[src/rtl/muldiv_unit.sv]
// muldiv_unit
// Iterative RV32M multiply/divide unit for the execute stage. One operation
// is in flight at a time; the pipeline stalls while busy is high. Results
// leave through a valid/ready writeback port that feeds the register-file
// write port directly.
//
// Ports
//   clk       clock, all state updates on the rising edge
//   rst_n     asynchronous active-low reset
//   start     request, accepted only while idle
//   funct3    RV32M op: 0 MUL, 1 MULH, 2 MULHSU, 3 MULHU,
//                       4 DIV, 5 DIVU, 6 REM, 7 REMU
//   rs1_data  operand A
//   rs2_data  operand B
//   rd_addr   destination register index
//   flush     synchronous abort of the in-flight operation
//   busy      high in every state except IDLE
//   wb_valid  result available (register-file wr_en)
//   wb_ready  writeback slot granted this cycle
//   wb_addr   destination index (register-file wr_addr)
//   wb_data   result (register-file wr_data)

module muldiv_unit #(
    parameter int XLEN = 32
) (
    input  logic            clk,
    input  logic            rst_n,
    input  logic            start,
    input  logic [2:0]      funct3,
    input  logic [XLEN-1:0] rs1_data,
    input  logic [XLEN-1:0] rs2_data,
    input  logic [4:0]      rd_addr,
    input  logic            flush,
    output logic            busy,
    output logic            wb_valid,
    input  logic            wb_ready,
    output logic [4:0]      wb_addr,
    output logic [XLEN-1:0] wb_data
);

    localparam int CW = $clog2(XLEN + 1);

    typedef enum logic [1:0] {
        S_IDLE,
        S_CALC,
        S_FIXUP,
        S_DONE
    } state_t;

    state_t state_q, state_d;

    logic [2:0]        op_q;
    logic              sign_a_q;
    logic              sign_b_q;
    logic [XLEN-1:0]   opb_q;
    logic [2*XLEN-1:0] acc_q;
    logic [CW-1:0]     cnt_q;

    // ------------------------------------------------------------------
    // Operand decode at issue time
    // ------------------------------------------------------------------
    logic            is_div_in;
    logic            a_signed_in;
    logic            b_signed_in;
    logic            sign_a_in;
    logic            sign_b_in;
    logic [XLEN-1:0] abs_a_in;
    logic [XLEN-1:0] abs_b_in;
    logic            div_zero_in;
    logic            div_ovf_in;
    logic            special_in;
    logic [XLEN-1:0] special_result;

    assign is_div_in   = funct3[2];
    // MULH, MULHSU, DIV and REM treat rs1 as signed; rs2 is signed only
    // for MULH, DIV and REM. MUL's low half is sign-agnostic.
    assign a_signed_in = (funct3 == 3'd1) || (funct3 == 3'd2) ||
                         (funct3 == 3'd4) || (funct3 == 3'd6);
    assign b_signed_in = (funct3 == 3'd1) || (funct3 == 3'd4) ||
                         (funct3 == 3'd6);
    assign sign_a_in   = a_signed_in && rs1_data[XLEN-1];
    assign sign_b_in   = b_signed_in && rs2_data[XLEN-1];
    assign abs_a_in    = sign_a_in ? -rs1_data : rs1_data;
    assign abs_b_in    = sign_b_in ? -rs2_data : rs2_data;

    // Divide-by-zero and the single signed-overflow case have fixed
    // architectural results, so they bypass the iteration entirely.
    assign div_zero_in = is_div_in && (rs2_data == '0);
    assign div_ovf_in  = is_div_in && !funct3[0] &&
                         (rs1_data == {1'b1, {(XLEN-1){1'b0}}}) &&
                         (rs2_data == '1);
    assign special_in  = div_zero_in || div_ovf_in;

    always_comb begin
        special_result = '0;
        if (div_zero_in) begin
            special_result = funct3[1] ? rs1_data : '1;
        end else if (div_ovf_in) begin
            special_result = funct3[1] ? '0 : rs1_data;
        end
    end

    // ------------------------------------------------------------------
    // One radix-2 step of each algorithm
    // ------------------------------------------------------------------
    // Multiply: acc = {high partial, remaining multiplier bits}. The sum
    // keeps its carry so the right shift loses nothing.
    logic [XLEN-1:0]   mul_addend;
    logic [XLEN:0]     mul_sum;
    logic [2*XLEN-1:0] mul_next;

    assign mul_addend = acc_q[0] ? opb_q : '0;
    assign mul_sum    = {1'b0, acc_q[2*XLEN-1:XLEN]} + {1'b0, mul_addend};
    assign mul_next   = {mul_sum, acc_q[XLEN-1:1]};

    // Divide: acc = {partial remainder, dividend bits / quotient bits}.
    // The shifted remainder needs one extra bit since the divisor may use
    // the full XLEN range. When the subtraction is not taken, the shifted
    // remainder is below the divisor so its top bit is necessarily zero.
    logic [XLEN:0]     rem_shift;
    logic              rem_ge;
    logic [XLEN-1:0]   rem_sub;
    logic [2*XLEN-1:0] div_next;

    assign rem_shift = {acc_q[2*XLEN-1:XLEN], acc_q[XLEN-1]};
    assign rem_ge    = rem_shift >= {1'b0, opb_q};
    assign rem_sub   = rem_shift[XLEN-1:0] - opb_q;
    assign div_next  = rem_ge ? {rem_sub, acc_q[XLEN-2:0], 1'b1}
                              : {rem_shift[XLEN-1:0], acc_q[XLEN-2:0], 1'b0};

    // ------------------------------------------------------------------
    // Sign fix-up and result selection
    // ------------------------------------------------------------------
    logic [2*XLEN-1:0] prod_fix;
    logic [XLEN-1:0]   quot_fix;
    logic [XLEN-1:0]   rem_fix;
    logic [XLEN-1:0]   final_result;

    assign prod_fix = (sign_a_q ^ sign_b_q) ? -acc_q : acc_q;
    assign quot_fix = (sign_a_q ^ sign_b_q) ? -acc_q[XLEN-1:0] : acc_q[XLEN-1:0];
    assign rem_fix  = sign_a_q ? -acc_q[2*XLEN-1:XLEN] : acc_q[2*XLEN-1:XLEN];

    always_comb begin
        final_result = '0;
        case (op_q)
            3'd0:       final_result = prod_fix[XLEN-1:0];
            3'd1, 3'd2,
            3'd3:       final_result = prod_fix[2*XLEN-1:XLEN];
            3'd4, 3'd5: final_result = quot_fix;
            default:    final_result = rem_fix;
        endcase
    end

    // ------------------------------------------------------------------
    // Control FSM
    // ------------------------------------------------------------------
    always_ff @(posedge clk or negedge rst_n) begin
        if (!rst_n) begin
            state_q <= S_IDLE;
        end else begin
            state_q <= state_d;
        end
    end

    always_comb begin
        state_d  = state_q;
        busy     = 1'b1;
        wb_valid = 1'b0;
        case (state_q)
            S_IDLE: begin
                busy = 1'b0;
                if (start) begin
                    state_d = special_in ? S_DONE : S_CALC;
                end
            end
            S_CALC: begin
                if (cnt_q == CW'(1)) begin
                    state_d = S_FIXUP;
                end
            end
            S_FIXUP: begin
                state_d = S_DONE;
            end
            S_DONE: begin
                wb_valid = 1'b1;
                if (wb_ready) begin
                    state_d = S_IDLE;
                end
            end
            default: begin
                state_d = S_IDLE;
            end
        endcase
        // Abort overrides everything, including a same-cycle start or a
        // same-cycle writeback grant.
        if (flush) begin
            state_d = S_IDLE;
        end
    end

    // ------------------------------------------------------------------
    // Datapath registers
    // ------------------------------------------------------------------
    always_ff @(posedge clk or negedge rst_n) begin
        if (!rst_n) begin
            op_q     <= '0;
            sign_a_q <= 1'b0;
            sign_b_q <= 1'b0;
            opb_q    <= '0;
            acc_q    <= '0;
            cnt_q    <= '0;
            wb_addr  <= '0;
            wb_data  <= '0;
        end else begin
            case (state_q)
                S_IDLE: begin
                    if (start && !flush) begin
                        op_q     <= funct3;
                        sign_a_q <= sign_a_in;
                        sign_b_q <= sign_b_in;
                        opb_q    <= abs_b_in;
                        acc_q    <= {{XLEN{1'b0}}, abs_a_in};
                        cnt_q    <= CW'(XLEN);
                        wb_addr  <= rd_addr;
                        if (special_in) begin
                            wb_data <= special_result;
                        end
                    end
                end
                S_CALC: begin
                    acc_q <= op_q[2] ? div_next : mul_next;
                    cnt_q <= cnt_q - CW'(1);
                end
                S_FIXUP: begin
                    wb_data <= final_result;
                end
                default: begin
                end
            endcase
        end
    end

endmodule

[config.mk]
export PLATFORM = sky130hd
export DESIGN_NAME = muldiv_unit
export DESIGN_NICKNAME = d
export VERILOG_FILES = /design/src/rtl/muldiv_unit.sv
export SDC_FILE = /design/constraint.sdc
export NUM_CORES = 1
export LEC_CHECK = 0
export ABC_AREA = 1
export BUFFER_PORTS_ARGS = -buffer_cell sky130_fd_sc_hd__buf_4
export CELL_PAD_IN_SITES_DETAIL_PLACEMENT = 1
export CELL_PAD_IN_SITES_GLOBAL_PLACEMENT = 2
export CORE_UTILIZATION = 35
export DETAILED_ROUTE_END_ITERATION = 8
export GPL_ROUTABILITY_DRIVEN = 0
export PLACE_DENSITY_LB_ADDON = 0.1
export SLEW_MARGIN = 40
export SYNTH_ARGS = -nofsm -noshare
export SYNTH_HDL_FRONTEND = slang
export SYNTH_SLANG_ARGS = --single-unit
[constraint.sdc]
create_clock -name clk -period 3.9 [get_ports clk]
set_input_delay 0.585 -clock clk [delete_from_list [all_inputs] [get_ports clk]]
set_output_delay 0.585 -clock clk [all_outputs]
set_load 0.01 [all_outputs]
==> impl_metrics.tcl, run 1 <==
set metrics [dict create \
    outcome "finished clean" \
    layoutNonFillerInstCount 3900 \
    cpMostUsedCell "nand2_1" \
    dr.pass1.iters 6 \
    cts_tree "done" \
    syn_nets 3289 \
    tns_ns 0 \
    remaining_drc_errors 0 \
    synthesis.area_mm2 0.0177 \
    io_pins 116 \
    drive_above_1_share_pct 8.49 \
    synth_top_area_share_pct 20.9 \
    finClkSkew_ns 0.0282 \
    internal_power_mw 7.39 \
    path_cells "or2_1 -> nand2_2 -> clkinv_2 -> buf_4 -> nand2_1 -> nand3_1 -> nand2_1 -> nand3_1 -> nand2_1 -> a21oi_1 -> nor2_1" \
    min_period_over_period_pct 90.0 \
    rsz0062_at_grt "no" \
    hold_ws_ns 0.00919 \
    switching_share_pct 61.6 \
    fillers 6946 \
    crit_fanout 46 \
    pwr_density_cell_mw_per_mm2 969 \
    crit_slowest_cell "clkinv_2" \
    yosys.area.top_type "nand2_1" \
    async_reset_ff_share_pct 100 \
    drv_slew 0 \
    setup_viol 0 \
    clock.fmax_mhz 285 \
    dieArea_mm2 0.0514 \
    dp_slack_ns 0.575 \
    h-tree-depth 4 \
    ys_warn_count 0 \
    crit_buf_inv 2 \
    leakagePower_nw 10.3 \
    grt_pass1_wl_um 130000 \
    synthTopCellsByCount "nand2_1, inv_1, nor2_1, nand3_1, o21ai_0" \
    power.switching_mw 11.9 \
    fp.dieW_um 227 \
    cts_setup_buffers 0 \
    avgSynthCellArea_um2 5.64 \
    seq_area_frac_synth_pct 20.7 \
    cts.reportedPaths.clkPinSlew_ns 0.09 \
    nNetsFinal 3369 \
    slowest_delay_ns 0.73 \
    combPwrFrac_pct 74.1 \
    synth_edf_count 0 \
    num_vias 21800 \
    worst_setup_path_end_kind "flop" \
    core_area_mm2 0.0500 \
    arrival_ns 3.95 \
    fin_total_pwr_mw 19.3 \
    finalHoldViolCount 0 \
    ys.flop_type "dfrtp_1" \
    drt_wl_total_um 86900 \
    start_util_pct 35.4 \
    ys_seq_elements 146 \
    routed_via_density 5.59 \
    clk_latency_ns 0.51 \
    worst_pin_slew_ns 0.774 \
    overflow 0 \
    setup_ws_ns 0.389 \
    holdCritPathClass "input pin to async pin" \
    grt_pass1_vias 21000 \
    wl_per_cell_um 22.3 \
    drt_iter0_drc 2023 \
    final_antenna_net_count 0 \
    p_clk_share_pct 9.4 \
    rows 82 \
    syn_to_final_growth_pct 12.4 \
    synth_area_leaders "nand2_1, dfrtp_1, nand3_1, inv_1, nor2_1" \
    worst_setup_path_start_kind "flop" \
    ir_worst_vdd_mv 0.462 \
    final.min_clock_period_ns 3.51 \
    antenna_cells 0 \
    synth_cell_types 55 \
    grt_antenna_before_repair 1 \
    yosysMostFrequentCell "nand2_1" \
    clockRootBuffer "clkbuf_16" \
    cts_sinks 146 \
    ctsResizeCount 0 \
    dp_cells 3868 \
    slew_headroom_pct 47.9 \
    cts_buffer_depth 2 \
    grt_max_degree 79 \
    pwr-share-seq_pct 16.5 \
    place_hpwl_um 70800 \
    synth_cells 3135 \
    grt_usage_pct 34.0 \
    cts_buffers 17 \
    numPortBuffers 115 \
    die_y_um 227 \
    maxCapViolCount 0 \
    postCtsHoldBufs 0 \
    worstSetupPathType "flop to flop" \
    cp_top_family "simple AND/OR/NAND/NOR gates" \
    r2r_slack_ns 0.39 \
    critPathRequiredTime_ns 4.34 \
]
[stage by stage]
stage	area [um^2]	util [%]
6_report	19900	39.8
3_5_place_dp	19300	38.6
2_1_floorplan	17700	-
5_1_grt	19900	39.8
4_1_cts	19900	39.8
3_3_place_gp	19300	38.6
[cell usage in the layout, fill, tap and decap left out, types with 32 or more instances in the layout]
master,Yosys,layout
nand2_1,986,986
inv_1,393,392
nor2_1,384,383
nand3_1,352,351
o21ai_0,185,185
a21oi_1,170,169
buf_4,3,160
dfrtp_1,146,145
ha_1,75,75
nand4_1,57,57
a31oi_1,38,38
xor2_1,32,32
[flip-flops by register name, summed over array words and instances, names as in the netlist]
signal / cells
acc_q: 64
cnt_q: 6
op_q: 3
opb_q: 32
sign_a_q: 1
sign_b_q: 1
state_q: 2
wb_addr: 5
wb_data: 32
[routing by layer]
metal	vias up	routed length, um	GRT usage [%]
li1	10300	-	-
met1	10700	42200	51.2
met2	748	35700	48.8
met3	94	6410	4.86
met4	0	2690	11.4
met5	-	0	0
[layout make-up]
type | instances | area, um^2 | area share, %
Tap cell | 672 | 841 | 4.23
Sequential cell | 146 | 3650 | 18.4
Timing Repair Buffer | 162 | 1230 | 6.20
Clock buffer | 20 | 457 | 2.30
Clock inverter | 12 | 145 | 0.730
Multi-Input combinational cell | 2478 | 12000 | 60.4
Inverter | 410 | 1550 | 7.78
[logic make-up after synthesis]
kind of cell	count (synthesis)	synth area share (%)
adders and majority gates	77	5.53
xor gates and xnor gates	43	2.13
buffers and inverters	511	11.5
and+or+nand+nor	1882	45.4
AOI/OAI and AO/OA	476	14.8
DFF	146	20.7
[power by group through the flow]
stage | registers, mW | clock network, mW | logic, mW
after detailed placement | 3.16 | 0 | 13.9
after CTS | 3.14 | 1.82 | 13.9
after global placement | 3.13 | 0 | 13.6
after global routing | 3.24 | 1.87 | 15.6
after floorplan | 2.88 | 0 | 9.07
final | 3.19 | 1.81 | 14.3
[worst paths after layout]
kind	from	to	cells after the start
max in group asynchronous	rst_n	acc_q[55]$_DFFE_PN0P_	2
hold reg to reg	wb_addr[4]$_DFFE_PN0P_	wb_addr[4]$_DFFE_PN0P_	2
setup / recovery	sign_b_q$_DFFE_PN0P_	wb_data[25]$_DFFE_PN0P_	11
setup reg to reg	sign_b_q$_DFFE_PN0P_	wb_data[25]$_DFFE_PN0P_	11
min in group clk	rd_addr[1]	wb_addr[1]$_DFFE_PN0P_	3
hold / removal	rst_n	wb_data[10]$_DFFE_PN0P_	1
No activity file was read; power rests on OpenSTA's default activity.
==> run 2, diff against run 1 <==
ABC_AREA = not set   (was 1)
CORE_UTILIZATION = 39   (was 35)
==> run 2 against run 1 <==
Clock power is essentially flat; clock skew shrank 0.012 ns; first-iteration DRC count shrank 44%; wire length shrank 31%; non-clock buffer count grew 85; hold slack gained 0.10 ns; via count shrank 29%; die area shrank 26%; critical endpoint is now wb_data[7]$_DFFE_PN0P_; largest cell class unchanged.
==> impl_metrics.tcl, run 2 <==
set metrics [dict create \
    largest_register_ffs 64 \
    seq_area_mm2 0.00365 \
    slew_headroom_pct 43.4 \
    maxCapViolCount 0 \
    async_reset_ff_share_pct 100 \
    numPortBuffers 115 \
    top_regs "acc_q (64), opb_q (32), wb_data (32)" \
    io_pins 116 \
    remaining_drc_errors 0 \
    grt_max_degree 100 \
    num_vias 15600 \
    setup_viol 0 \
    clk_latency_ns 0.46 \
    ys_seq_elements 146 \
    synth_top_area_share_pct 25.1 \
    crit_fanout 7 \
    synth_edf_count 0 \
    grt_pass1_vias 15900 \
    cts_setup_buffers 0 \
    drt_wl_total_um 60400 \
    worstSetupPathType "flop to flop" \
    ctsResizeCount 0 \
    routed_via_density 6.03 \
    h-tree-depth 4 \
    finalHoldViolCount 0 \
    fp.dieW_um 195 \
    cts.reportedPaths.clkPinSlew_ns 0.07 \
    core_area_mm2 0.0367 \
    arrival_ns 4.08 \
    holdCritPathClass "input pin to async pin" \
    cts_buffers 17 \
    worst_setup_path_start_kind "flop" \
    wl_per_cell_um 23.4 \
    yosys.area.top_type "dfrtp_1" \
    grt_usage_pct 32.0 \
    min_period_over_period_pct 96.1 \
    worst_setup_path_end_kind "flop" \
    outcome "finished clean" \
    clock.fmax_mhz 267 \
    leakagePower_nw 7.63 \
    seq_area_frac_synth_pct 25.1 \
    fillers 4596 \
    grt_pass1_wl_um 94300 \
    final_antenna_net_count 0 \
    avgSynthCellArea_um2 7.42 \
    dr.pass1.iters 5 \
    pwr_density_cell_mw_per_mm2 919 \
    rsz0062_at_grt "no" \
    final_cell_mix "nand2_1, buf_4, o21ai_0" \
    ir_worst_vdd_mv 0.358 \
    top_register "acc_q" \
    worst_pin_slew_ns 0.848 \
    synthesis.area_mm2 0.0146 \
    synth_cell_types 74 \
    start_util_pct 39.7 \
    die_y_um 195 \
    drt_iter0_drc 1130 \
    rows 70 \
    ys.flop_type "dfrtp_1" \
    cts_sinks 146 \
    utilization_pct 47.0 \
    antenna_cells 0 \
    layout_commonest_cell "nand2_1" \
    multi_input_area_mm2 0.0102 \
    layoutNonFillerInstCount 2580 \
    syn_nets 2118 \
    drive_above_1_share_pct 14.7 \
    cts_buffer_depth 2 \
    postCtsHoldBufs 0 \
    dieArea_mm2 0.0381 \
    synth_cells 1964 \
    drv_slew 0 \
    place_hpwl_um 46700 \
    synth_area_leaders "dfrtp_1, o21ai_0, nand2_1, ha_1, xnor2_1" \
    syn_to_final_growth_pct 18.3 \
    ys_warn_count 0 \
    final.min_clock_period_ns 3.75 \
    dp_cells 2549 \
    finClkSkew_ns 0.0158 \
    nNetsFinal 2254 \
    clockRootBuffer "clkbuf_16" \
    grt_antenna_before_repair 3 \
    critPathRequiredTime_ns 4.23 \
    synthTopCellsByCount "nand2_1, o21ai_0, nor2_1, dfrtp_1, a21oi_1" \
    yosysMostFrequentCell "nand2_1" \
    overflow 0 \
    cts_tree "done" \
    tns_ns 0 \
]
## run 2: cell count changes after synthesis, moves of 56 or more
cell | before | now
nand2_1 | 986 | 256
nand3_1 | 352 | 23
inv_1 | 393 | 65
nor2_1 | 384 | 197
xnor2_1 | 11 | 96
clkbuf_1 | 55 | 121
xor2_1 | 32 | 92
mux2i_1 | 0 | 56
## run 2: through the flow
stage	hold slack [ns]	area, um^2	power, mW	worst slack (ns)
global placement	0.459	16600	13.5	0.268
global route	0.165	17200	17.0	0.0563
detailed placement	0.467	16600	13.8	0.274
finish	0.109	17200	15.8	0.151
floorplan	0.289	14600	9.84	0.680
CTS	0.132	17200	15.7	0.282
## run 2: logic make-up after synthesis
logic type	share of synthesized area [%]
compound gates	26.5
xor+xnor	11.3
fa+ha+maj	6.72
buf+inv	5.13
flops	25.1
mux	4.00
simple gates	21.3
## run 2: area by class of cell
| cell class | instances | area share, % |
|---|---|---|
| clock inverter | 8 | 0.740 |
| timing repair buffer | 247 | 11.1 |
| tap | 468 | 3.40 |
| multi-input combinational | 1621 | 59.3 |
| clock buffer | 23 | 2.77 |
| inverter | 67 | 1.46 |
| sequential | 146 | 21.2 |
## run 2: path summary, 6_finish.rpt
path,startpoint,end,slack [ns],cells after the start
min,rst_n,acc_q[35]$_DFFE_PN0P_,0.11,1
max,acc_q[28]$_DFFE_PN0P_,wb_data[7]$_DFFE_PN0P_,0.15,9
max reg2reg,acc_q[28]$_DFFE_PN0P_,wb_data[7]$_DFFE_PN0P_,0.15,9
min in group clk,flush,state_q[1]$_DFFE_PN0P_,0.31,2
min reg2reg,wb_data[29]$_DFFE_PN0P_,wb_data[29]$_DFFE_PN0P_,0.48,2
max in group asynchronous,rst_n,acc_q[22]$_DFFE_PN0P_,2.74,2
## run 2: layer usage
metal / track usage (%) / wire (um)
met1: 42.9 / 27600
met3: 7.69 / 4090
met5: 0 / 19
met4: 8.69 / 1350
met2: 51.3 / 27400
## run 2: power breakdown
| part | switching [mW] | leakage, nW | internal, mW | total, mW |
|---|---|---|---|---|
| combinational | 6.81 | 5.46 | 4.36 | 11.2 |
| clock | 0.725 | 0.289 | 1.06 | 1.78 |
| sequential | 0.800 | 1.88 | 2.09 | 2.89 |
| total | 8.33 | 7.63 | 7.50 | 15.8 |
## run 2: critical path, stage by stage (launching register included)
cell and delay (ns):
dfrtp_1 0.43, or3_1 0.48, or4_1 0.58, or2_2 0.42
nor2_2 0.29, a31oi_1 0.16, xor2_1 0.17, a222oi_1 0.67
o22a_1 0.33, o21ai_0 0.09
==> run 3, diff against run 2 <==
RECOVER_POWER = 50   (was not set)
SLEW_MARGIN = 20   (was 40)
==> run 3 against run 2 <==
The run now ends with capacitance limit, slew limit left; die area stayed put; sequential power is essentially flat; clock power about the same; total power fell by 0.18%; cell count about the same; register-to-register slack better by 0.05 ns; clock skew down 0.0060 ns; wire length increased by 0.10%; maximum frequency grew 1.4%; critical path depth stayed put; critical path type unchanged; largest cell class unchanged; highest routed layer unchanged.
==> impl_metrics.tcl, run 3 (synthesis gave the netlist of run 2 again) <==
set metrics [dict create \
    grt_usage_pct 32.0 \
    fp.dieW_um 195 \
    syn_to_final_growth_pct 17.7 \
    tns_ns 0 \
    whs_path_depth 2 \
    grt_antenna_before_repair 4 \
    final_cell_mix "nand2_1, buf_4, o21ai_0" \
    remaining_drc_errors 0 \
    die_y_um 195 \
    postCtsHoldBufs 0 \
    cts.reportedPaths.clkPinSlew_ns 0.06 \
    cts_tree "done" \
    routed_via_density 6.06 \
    final_antenna_net_count 0 \
    maxCapViolCount 1 \
    leakagePower_nw 7.55 \
    final.min_clock_period_ns 3.70 \
    arrival_ns 4.03 \
    layout_commonest_cell "nand2_1" \
    path_cells "or3_1 -> or4_1 -> or2_2 -> nor2_2 -> a31oi_1 -> xor2_1 -> a222oi_1 -> o22a_1 -> o21ai_0" \
    pwr-share-seq_pct 18.2 \
    finClkSkew_ns 0.00979 \
    clk_latency_ns 0.46 \
    worst_setup_path_end_kind "flop" \
    cts_sinks 146 \
    cts_buffers 17 \
    violations "capacitance limit, slew limit" \
    r2r-end "wb_data[7]$_DFFE_PN0P_" \
    wl_per_cell_um 23.4 \
    setup_viol 0 \
    hold_ws_ns 0.299 \
    antenna_cells 0 \
    top_register "acc_q" \
    crit_buf_inv 0 \
    internal_power_mw 7.45 \
    cts_buffer_depth 2 \
    numPortBuffers 115 \
    overflow 0 \
    top_regs "acc_q (64), opb_q (32), wb_data (32)" \
    nNetsFinal 2254 \
    r2r_slack_ns 0.20 \
    grt_pass1_vias 15900 \
    h-tree-depth 4 \
    grt_pass1_wl_um 94200 \
    p_clk_share_pct 11.4 \
    worst_pin_slew_ns 3.05 \
    grt_max_degree 100 \
    r2r_cells 9 \
    ctsResizeCount 0 \
    utilization_pct 46.7 \
    pwr_density_cell_mw_per_mm2 922 \
    ir_worst_vdd_mv 0.363 \
    finalHoldViolCount 0 \
    clockRootBuffer "clkbuf_16" \
    rsz0062_at_grt "no" \
    slew_headroom_pct -103 \
    io_pins 116 \
    fillers 4625 \
    outcome "complete, but fails checks" \
    crit_slowest_cell "a222oi_1" \
    drt_iter0_drc 1121 \
    power.switching_mw 8.36 \
    cts_setup_buffers 0 \
    clock.fmax_mhz 271 \
    holdCritStartpoint "flush" \
    drive_above_1_share_pct 13.6 \
    hold_end "state_q[1]$_DFFE_PN0P_" \
    drv_slew 58 \
    combPwrFrac_pct 70.4 \
    dieArea_mm2 0.0381 \
    rows 70 \
    start_util_pct 39.7 \
    largest_register_ffs 64 \
    reg2reg_from "acc_q[28]$_DFFE_PN0P_" \
    num_vias 15600 \
    crit_fanout 7 \
    slowest_delay_ns 0.67 \
    min_period_over_period_pct 94.8 \
    worstSetupPathType "flop to flop" \
    holdCritPathClass "input pin to flop" \
    cp_top_family "simple AND/OR/NAND/NOR gates" \
    dr.pass1.iters 5 \
    core_area_mm2 0.0367 \
    critPathRequiredTime_ns 4.24 \
    worst_setup_path_start_kind "flop" \
    drt_wl_total_um 60500 \
    switching_share_pct 52.9 \
    place_hpwl_um 46600 \
]
[run 3: changes by cell type in the layout (fill, tap and decap cells not counted), sizes merged]
cell         delta
clkbuf         +19
buf            -21
dlygate4sd2     +1
[run 3: worst reg2reg max path, cell delays in order, from the launching register on]
cell and delay (ns):
dfrtp_1 0.43, or3_1 0.47, or4_1 0.57, or2_2 0.42
nor2_2 0.29, a31oi_1 0.15, xor2_1 0.17, a222oi_1 0.67
o22a_1 0.32, o21ai_0 0.09
[run 3: layer usage]
metal  vias to the layer above  wire [um]  track usage (%)
met5                         -         19                0
met4                         2       1480             9.24
met3                        96       4450             7.75
met2                       507      27100             50.7
met1                      7716      27500             43.1
li1                       7302          -                -
[run 3: layout make-up]
type                    count  area, um^2  area share (%)
multi-input cells        1621       10200            59.6
clock buffers              22         484            2.82
flip-flops and latches    146        3650            21.3
clock inverters             8         128           0.744
repair buffers            247        1830            10.7
inverters                  67         251            1.47
well taps                 468         586            3.41
[run 3: stage by stage]
step | cells | power [mW] | instance area (um^2) | setup WS, ns
after floorplan | 1964 | 9.84 | 14600 | 0.680
after global placement | 2549 | 13.5 | 16600 | 0.268
after detailed placement | 2549 | 13.8 | 16600 | 0.292
after CTS | 2579 | 15.7 | 17200 | 0.299
after global routing | 2579 | 16.9 | 17200 | 0.0410
final | 2579 | 15.8 | 17200 | 0.204
[run 3: worst max path at each step]
stage / end / startpoint / cells after the start / slack (ns)
3_5_place_dp: wb_data[0]$_DFFE_PN0P_ / rs1_data[10] / 11 / 0.29
3_3_place_gp: wb_data[7]$_DFFE_PN0P_ / acc_q[28]$_DFFE_PN0P_ / 9 / 0.27
4_1_cts: wb_data[7]$_DFFE_PN0P_ / acc_q[28]$_DFFE_PN0P_ / 9 / 0.30
2_1_floorplan: acc_q[63]$_DFFE_PN0P_ / acc_q[0]$_DFFE_PN0P_ / 15 / 0.68
5_1_grt: op_q[2]$_DFFE_PN0P_ / rst_n / 1 / 0.04
6_report: wb_data[7]$_DFFE_PN0P_ / acc_q[28]$_DFFE_PN0P_ / 9 / 0.20
[run 3: power by group through the flow]
stage	clock network, mW	logic (mW)	registers, mW
2_1_floorplan	0	7.22	2.62
3_3_place_gp	0	10.7	2.87
3_5_place_dp	0	10.9	2.89
4_1_cts	1.83	11.0	2.87
5_1_grt	1.87	12.1	2.96
6_report	1.80	11.1	2.88
